==> config.mk <==
export PLATFORM = sky130hd
export DESIGN_NAME = gate_bist_controller_flat
export DESIGN_NICKNAME = d
export VERILOG_FILES = /design/src/rtl/gate_bist_controller_if.sv /design/src/rtl/gate_bist_controller.sv /design/src/flat_wrapper.sv
export SDC_FILE = /design/constraint.sdc
export NUM_CORES = 1
export LEC_CHECK = 0
export CAP_MARGIN = 10
export CELL_PAD_IN_SITES_DETAIL_PLACEMENT = 0
export CELL_PAD_IN_SITES_GLOBAL_PLACEMENT = 1
export CORE_MARGIN = 1.5
export CORE_UTILIZATION = 39
export DETAILED_ROUTE_END_ITERATION = 8
export GPL_TIMING_DRIVEN = 0
export PLACE_DENSITY = 0.87
export SETUP_SLACK_MARGIN = 0.4
export SKIP_LAST_GASP = 1
export SYNTH_ARGS = -nofsm -noshare
export SYNTH_HDL_FRONTEND = slang
export SYNTH_SLANG_ARGS = --single-unit
export TNS_END_PERCENT = 1
==> constraint.sdc <==
create_clock -name clk -period 2.5 [get_ports clk]
set_clock_uncertainty 0.05 [all_clocks]
set_input_delay 0.625 -clock clk [delete_from_list [all_inputs] [get_ports clk]]
set_output_delay 0.625 -clock clk [all_outputs]
set_load 0.01 [all_outputs]
==> src/rtl/gate_bist_controller_if.sv <==
// Bundle between the BIST controller and whoever configures and observes it.
// The controller takes the slave side; the gate-model harness takes the master side.
interface gate_bist_controller_if #(
   parameter int IN_W  = 13,
   parameter int OUT_W = 10
);
   logic             start;
   logic             abort;
   logic [OUT_W-1:0] golden;
   logic [OUT_W-1:0] resp_in;
   logic [IN_W-1:0]  pat_out;
   logic             busy;
   logic             done;
   logic             pass;
   logic [OUT_W-1:0] signature;

   modport master (
      output start, abort, golden, resp_in,
      input  pat_out, busy, done, pass, signature
   );

   modport slave (
      input  start, abort, golden, resp_in,
      output pat_out, busy, done, pass, signature
   );
endinterface

==> src/rtl/gate_bist_controller.sv <==
// BIST driver for the 13-in / 10-out gate models: LFSR pattern generation,
// one settle cycle per pattern, MISR compaction of the responses and a
// final signature compare against a golden value.
module gate_bist_controller #(
   parameter int          IN_W     = 13,
   parameter int          OUT_W    = 10,
   parameter int          PATTERNS = 256,
   parameter logic [12:0] SEED     = 13'h0001
) (
   input logic                 clk,
   input logic                 rst,
   gate_bist_controller_if.slave bus
);

   localparam int CNT_W = ($clog2(PATTERNS) < 1) ? 1 : $clog2(PATTERNS);
   localparam logic [CNT_W-1:0] LAST = CNT_W'(PATTERNS - 1);
   // x^3 term of the MISR feedback polynomial x^10+x^3+1
   localparam logic [OUT_W-1:0] MISR_TAP3 = OUT_W'(8);

   typedef enum logic [1:0] {IDLE, APPLY, CAPTURE, DONE} state_t;

   state_t           state;
   logic [IN_W-1:0]  lfsr;
   logic [IN_W-1:0]  lfsr_next;
   logic [OUT_W-1:0] misr;
   logic [OUT_W-1:0] misr_next;
   logic [CNT_W-1:0] count;
   logic             busy_q;
   logic             done_q;
   logic             pass_q;
   logic [OUT_W-1:0] sig_q;

   // Fibonacci LFSR, x^13+x^4+x^3+x+1, shifting toward the MSB
   assign lfsr_next = {lfsr[IN_W-2:0], lfsr[12] ^ lfsr[3] ^ lfsr[2] ^ lfsr[0]};

   // MISR step: rotate left, fold the MSB back into bit 3, xor in the response
   assign misr_next = {misr[OUT_W-2:0], misr[OUT_W-1]} ^ bus.resp_in
                      ^ (misr[OUT_W-1] ? MISR_TAP3 : '0);

   // Run sequencer with registered status outputs
   always_ff @(posedge clk or posedge rst) begin
      if (rst) begin
         state  <= IDLE;
         lfsr   <= IN_W'(SEED);
         misr   <= '0;
         count  <= '0;
         busy_q <= 1'b0;
         done_q <= 1'b0;
         pass_q <= 1'b0;
         sig_q  <= '0;
      end else begin
         case (state)
            IDLE, DONE: begin
               if (bus.start) begin
                  state  <= APPLY;
                  lfsr   <= IN_W'(SEED);
                  misr   <= '0;
                  count  <= '0;
                  busy_q <= 1'b1;
                  done_q <= 1'b0;
                  pass_q <= 1'b0;
               end
            end
            APPLY: begin
               if (bus.abort) begin
                  state  <= IDLE;
                  busy_q <= 1'b0;
                  done_q <= 1'b0;
                  pass_q <= 1'b0;
               end else begin
                  state <= CAPTURE;
               end
            end
            CAPTURE: begin
               if (bus.abort) begin
                  state  <= IDLE;
                  busy_q <= 1'b0;
                  done_q <= 1'b0;
                  pass_q <= 1'b0;
               end else begin
                  misr <= misr_next;
                  lfsr <= lfsr_next;
                  if (count == LAST) begin
                     state  <= DONE;
                     busy_q <= 1'b0;
                     done_q <= 1'b1;
                     sig_q  <= misr_next;
                     pass_q <= (misr_next == bus.golden);
                  end else begin
                     count <= count + 1'b1;
                     state <= APPLY;
                  end
               end
            end
            default: begin
               state  <= IDLE;
               busy_q <= 1'b0;
               done_q <= 1'b0;
               pass_q <= 1'b0;
            end
         endcase
      end
   end

   assign bus.pat_out   = lfsr;
   assign bus.busy      = busy_q;
   assign bus.done      = done_q;
   assign bus.pass      = pass_q;
   assign bus.signature = sig_q;

endmodule

==> src/flat_wrapper.sv <==
// flat-port wrapper written by rule: the top's interface ports become plain ports
module gate_bist_controller_flat 
#(
   parameter int          IN_W     = 13,
   parameter int          OUT_W    = 10,
   parameter int          PATTERNS = 256,
   parameter logic [12:0] SEED     = 13'h0001
)
  (clk, rst, bus_start, bus_abort, bus_golden, bus_resp_in, bus_pat_out, bus_busy, bus_done, bus_pass, bus_signature);
  gate_bist_controller_if #(.IN_W(IN_W), .OUT_W(OUT_W)) bus_i ();
  input logic clk;
  input logic rst;
  input wire logic [$bits(bus_i.start)-1:0] bus_start;
  input wire logic [$bits(bus_i.abort)-1:0] bus_abort;
  input wire logic [$bits(bus_i.golden)-1:0] bus_golden;
  input wire logic [$bits(bus_i.resp_in)-1:0] bus_resp_in;
  output wire logic [$bits(bus_i.pat_out)-1:0] bus_pat_out;
  output wire logic [$bits(bus_i.busy)-1:0] bus_busy;
  output wire logic [$bits(bus_i.done)-1:0] bus_done;
  output wire logic [$bits(bus_i.pass)-1:0] bus_pass;
  output wire logic [$bits(bus_i.signature)-1:0] bus_signature;
  assign bus_i.start = bus_start;
  assign bus_i.abort = bus_abort;
  assign bus_i.golden = bus_golden;
  assign bus_i.resp_in = bus_resp_in;
  assign bus_pat_out = bus_i.pat_out;
  assign bus_busy = bus_i.busy;
  assign bus_done = bus_i.done;
  assign bus_pass = bus_i.pass;
  assign bus_signature = bus_i.signature;
  gate_bist_controller #(.IN_W(IN_W), .OUT_W(OUT_W), .PATTERNS(PATTERNS), .SEED(SEED)) u_core (.clk(clk), .rst(rst), .bus(bus_i));
endmodule
# == Word level (Yosys, flattened, before mapping) ==
# Index checks and enable logic that the tools add are counted.
# totals
out_inout_bits,26
input_bits,24
regBits,46
elab_cells,60
# op_classes
bitwise,6
add_sub_neg,1
n_mux,28
eq_ne,10
reduce_logical,7
# ops
operator,n
two-way mux 13 bit,2
one-hot mux 13 bit (2 select lines),1
two-way mux 8 bit,3
two-way mux 10 bit,2
one-hot mux 10 bit (2 select lines),1
bitwise XOR 10 bit,2
one-hot mux 8 bit (2 select lines),1
equality test 10 bit,1
two-way mux 1 bit,9
one-hot mux 1 bit (3 select lines),3
AND reduction 3 bit,3
"adder 8 x 1 -> 8 bit, second input constant",1
"equality test 8 bit, second input constant",1
two-way mux 2 bit,4
"!= test 2 bit, second input constant",4
one-hot mux 2 bit (3 select lines),1
"equality test 2 bit, second input constant",2
two-way mux 4 bit,1
AND reduction 4 bit,1
"!= test 3 x 2 -> 1 bit, second input constant",1
bitwise XOR 1 bit,3
"equality test 2 x 1 -> 1 bit, second input constant",1
logical NOT 2 bit,1
nonzero test 2 bit,1
2 further kinds,2

# == Longest topological paths before layout ==
# depth
depth_word,6
depth_mapped,9
depth_no_buf,6

# == Worst setup path after synthesis ==
# No wires, ideal clock.
# synth_timing
kind,register -> register
from,reg u_core.state[0]
to,reg u_core.count[3]
synth_period_minus_slack_ps,1855
setup_ps,77
required_ps,2373
n_path_buf,1
stages_incl_launch_ff,8
path_slack_ps,645
arrival_ps,1727
path_cell_list,dfrtp_1 inv_1 ha_1 nand2b_2 nand3b_4 buf_6 or4_1 a21oi_1
# synth_between
elab_chain_cells,4
word_cells_on_any_way,10
classes_between,eq/ne: 5; mux: 1; reduce/logical: 4
# synth_rtl
item,line_no,rtl
"start, declared",gate_bist_controller.sv:22,state_t state;
"start signal, assigned",gate_bist_controller.sv:43,state <= IDLE;
"start signal, assigned",gate_bist_controller.sv:55,state <= APPLY;
"start signal, assigned",gate_bist_controller.sv:66,state <= IDLE;
equality test 2 bit / logical NOT 2 bit (equally long branches),gate_bist_controller.sv:52,case (state)
OR reduction 2 bit,gate_bist_controller.sv:52,
!= test 2 bit (no source line) / nonzero test 2 bit (equally long branches),--,
AND reduction 4 bit (no source line),--,
"end signal, assigned",gate_bist_controller.sv:90,count <= count + 1'b1;
"end, declared",gate_bist_controller.sv:27,logic [CNT_W-1:0] count;
# Parallel ways exist; a longest one is shown, timed or not.
# A chain may end at the register's enable or synchronous reset.

# == Final worst setup path ==
# layout_timing
from,"reg u_core.lfsr[0], in the netlist u_core.bus.pat_out[0]"
to,out bus_pat_out[0]
# layout_lines
item,line_no,rtl
"start, declared",gate_bist_controller.sv:23,logic [IN_W-1:0] lfsr;
"start signal, assigned",gate_bist_controller.sv:44,lfsr <= IN_W'(SEED);
"start signal, assigned",gate_bist_controller.sv:56,lfsr <= IN_W'(SEED);
"start signal, assigned",gate_bist_controller.sv:82,lfsr <= lfsr_next;
"end, declared",flat_wrapper.sv:17,output wire logic [$bits(bus_i.pat_out)-1:0] bus_pat_out;
# No word-level cell between the ends.

==> metrics.cfg <==
[cells_and_area]
area_growth_pct=30.4
drive_gt1_share_pct=11.2
final_common_cell=clkdlybuf4s50_1
antenna_cells=0
nNetsFinal=312
final_cell_mix=49 x clkdlybuf4s50_1, 48 x nand2_1, 45 x dfrtp_1

[routing]
ant_nets=0
top_layer=met4
wl_met2_mm=2.31
wl_met1_mm=2.48
drc=0
wl_per_cell_um=14.0
first_pass_iters=4
wl_mm=5.06
drt-vias-per-instance=5.13
met3WireLength_um=196
initialDrtViolationCount=135
via_count=1851

[floorplanning]
core_area_mm2=0.00589
std_cell_rows=28
die_area_mm2=0.00652
initial_core_util_pct=40.1
pin_count=50
die_h_um=80.8
die_w_um=80.8

[clock_network]
cts_buffers=5
cts_root_buffer=clkbuf_8
cts_buffer_depth=2
worstSkewPairLatency_ns=0.30
cts_tree=yes
cts.hold.buffers_added=0
path_clk_slew_ns=0.09
h-tree-depth=2
clock-sinks=46

[pwr]
power_frac_clock_pct=19.0
max-vdd-ir-drop_mv=0.414
power.switching_uw=940
leakage_nw=1.43
pwr-share-seq_pct=37.7
p_int_mw=1.48
combPwrFrac_pct=43.3
switching_share_pct=38.9
p_per_area_mw_per_mm2=786
finalPower_mw=2.42

[sta]
setup_violations=0
fin_crit_sh_pct=82.7
max_freq_mhz=484
rsz0062_at_grt=yes
hold_viol_final=0
worst_slew_pin_slew_ns=0.479
drv_slew=0
slew_headroom_pct=68.0
worst_hold_slack_ns=0.452
layout_min_cycle_time_ns=2.07

[global_routing]
grt.overflow.total=0
grt_pass1_vias=1715
grt_pass1_wl_mm=8.42
antenna_found_initial=0
grt_max_degree=41
grt.total_usage_pct=16.9

[setup_path]
worstSetupStartpointType=flop
cp.required_ns=1.82
crit_buf_inv=1
cp_cell_sequence=clkdlybuf4s50_1
crit_type=reg2out
cp.arrival_ns=1.39
slowest_delay_ns=0.56
cp_slowest_cell=dfstp_2
worstPathMaxFanout=4
crit_family=flip-flops
endpoint_kind=output pin

[flow_run]
cap_violations=0

[yosys]
synth-seq-area-share_pct=48.9
synth_cell_types=43
yosys_warnings=0
syn_area_per_cell_um2=10.4
netlist_area_mm2=0.00236
netlist_instances=227
syn-num-nets=254
synth-seq-cells=46

[placement]
io_buffers=49
globalplace.congestion=0.772
dp_hpwl_mm=3.73

[status]
outcome=completed

[min_path]
hold_path.class=reg2reg

per-layer routing:
metal / global-route usage, % / vias to the layer above
met2: 25.5 / 43
met4: 5.52 / 0
li1: - / 900
met3: 3.26 / 7
met5: 0 / -
met1: 24.5 / 901
registers in the layout, indices dropped and copies added, names as in the netlist:
| name | count |
|---|---|
| u_core.bus.busy | 1 |
| u_core.bus.done | 1 |
| u_core.bus.pass | 1 |
| u_core.bus.pat_out | 13 |
| u_core.bus.signature | 10 |
| u_core.count | 8 |
| u_core.misr | 10 |
| u_core.state | 2 |
cell usage after synthesis, drive strengths merged:
library cell  count  area, um^2
clkbuf            3        11.3
o31ai             4        30.0
nand4b            1        8.76
nor3b             1        18.8
or4               3        22.5
a21oi             7        35.0
ha                3        37.5
o2bb2ai           1        8.76
o21ai             7        35.0
o22ai             1        6.26
nand4             4        25.0
nand2b            3        21.3
mux2i             3        30.0
o41ai             1        8.76
inv               8        30.0
nor2              6        27.5
nor4              3        18.8
and3              1        6.26
dfrtp            45        1130
a32o              2        20.0
xnor2             2        17.5
nand3b            1        20.0
mux2             10         113
nand2            49         186
dfstp             1        26.3
or2               2        12.5
nor3              2        10.0
a211oi            1        7.51
buf               6        33.8
xor2             15         131
xnor3             6         135
o221ai            1        8.76
nand3            21         110
or3               1        6.26
nor2b             2        12.5
area by class of cell:
| cell class | instances | area (um^2) |
|---|---|---|
| Timing Repair Buffer | 51 | 531 |
| Multi-Input combinational cell | 164 | 1130 |
| Tap cell | 75 | 93.8 |
| Clock inverter | 3 | 18.8 |
| Buffer | 9 | 50.0 |
| Clock buffer | 5 | 68.8 |
| Fill cell | 557 | 2810 |
| Inverter | 8 | 30.0 |
| Sequential cell | 46 | 1150 |
path summary, 6_finish.rpt:
| check | start | endpoint | slack, ns | depth (start not counted) |
|---|---|---|---|---|
| min in group asynchronous | rst | u_core.count[2] | 0.48 | 2 |
| max in group asynchronous | rst | u_core.bus.pat_out[0] | 1.42 | 3 |
| setup reg to reg | u_core.state[0] | u_core.bus.signature[5] | 0.48 | 7 |
| setup / recovery | u_core.bus.pat_out[0] | bus_pat_out[0] | 0.43 | 1 |
| hold / removal | u_core.bus.pat_out[8] | u_core.bus.pat_out[8] | 0.45 | 2 |
| hold reg to reg | u_core.bus.pat_out[8] | u_core.bus.pat_out[8] | 0.45 | 2 |
cell families (layout without fill, tap and decap cells):
kind of cell | count (synthesis) | in the layout | synth area share (%)
simple gates | 100 | 100 | 21.5
flops | 46 | 46 | 48.9
compound gates | 25 | 25 | 6.79
xor+xnor | 23 | 23 | 12.0
buf+inv | 17 | 76 | 3.18
mux | 13 | 13 | 6.05
fa+ha+maj | 3 | 3 | 1.59
metrics by stage:
stage	setup TNS (ns)	worst slack (ns)	instances	cell area, um^2	utilization (%)
after CTS	0	0.404	360	3050	51.9
after global placement	-9.74	-0.219	351	2940	50.0
after floorplan	0	0.645	227	2360	-
final	0	0.432	361	3080	52.3
after global routing	0	0.311	361	3080	52.3
after detailed placement	-0.00264	-0.00161	352	2960	50.3
power by group through the flow:
stage / logic (mW) / clock network [mW] / registers (mW)
floorplan: 0.700 / 0 / 0.915
detailed placement: 0.986 / 0 / 0.925
global placement: 0.969 / 0 / 0.922
CTS: 0.986 / 0.474 / 0.912
global route: 1.15 / 0.495 / 0.922
finish: 1.05 / 0.459 / 0.911
repair_timing:
action | 4_1_cts | 5_1_grt
setup buffers | 0 | 1
resized for setup | 1 | 4
pin swaps | 0 | 1
setup endpoints to repair | 8 | 32
Power figures use the tool's default switching activity.
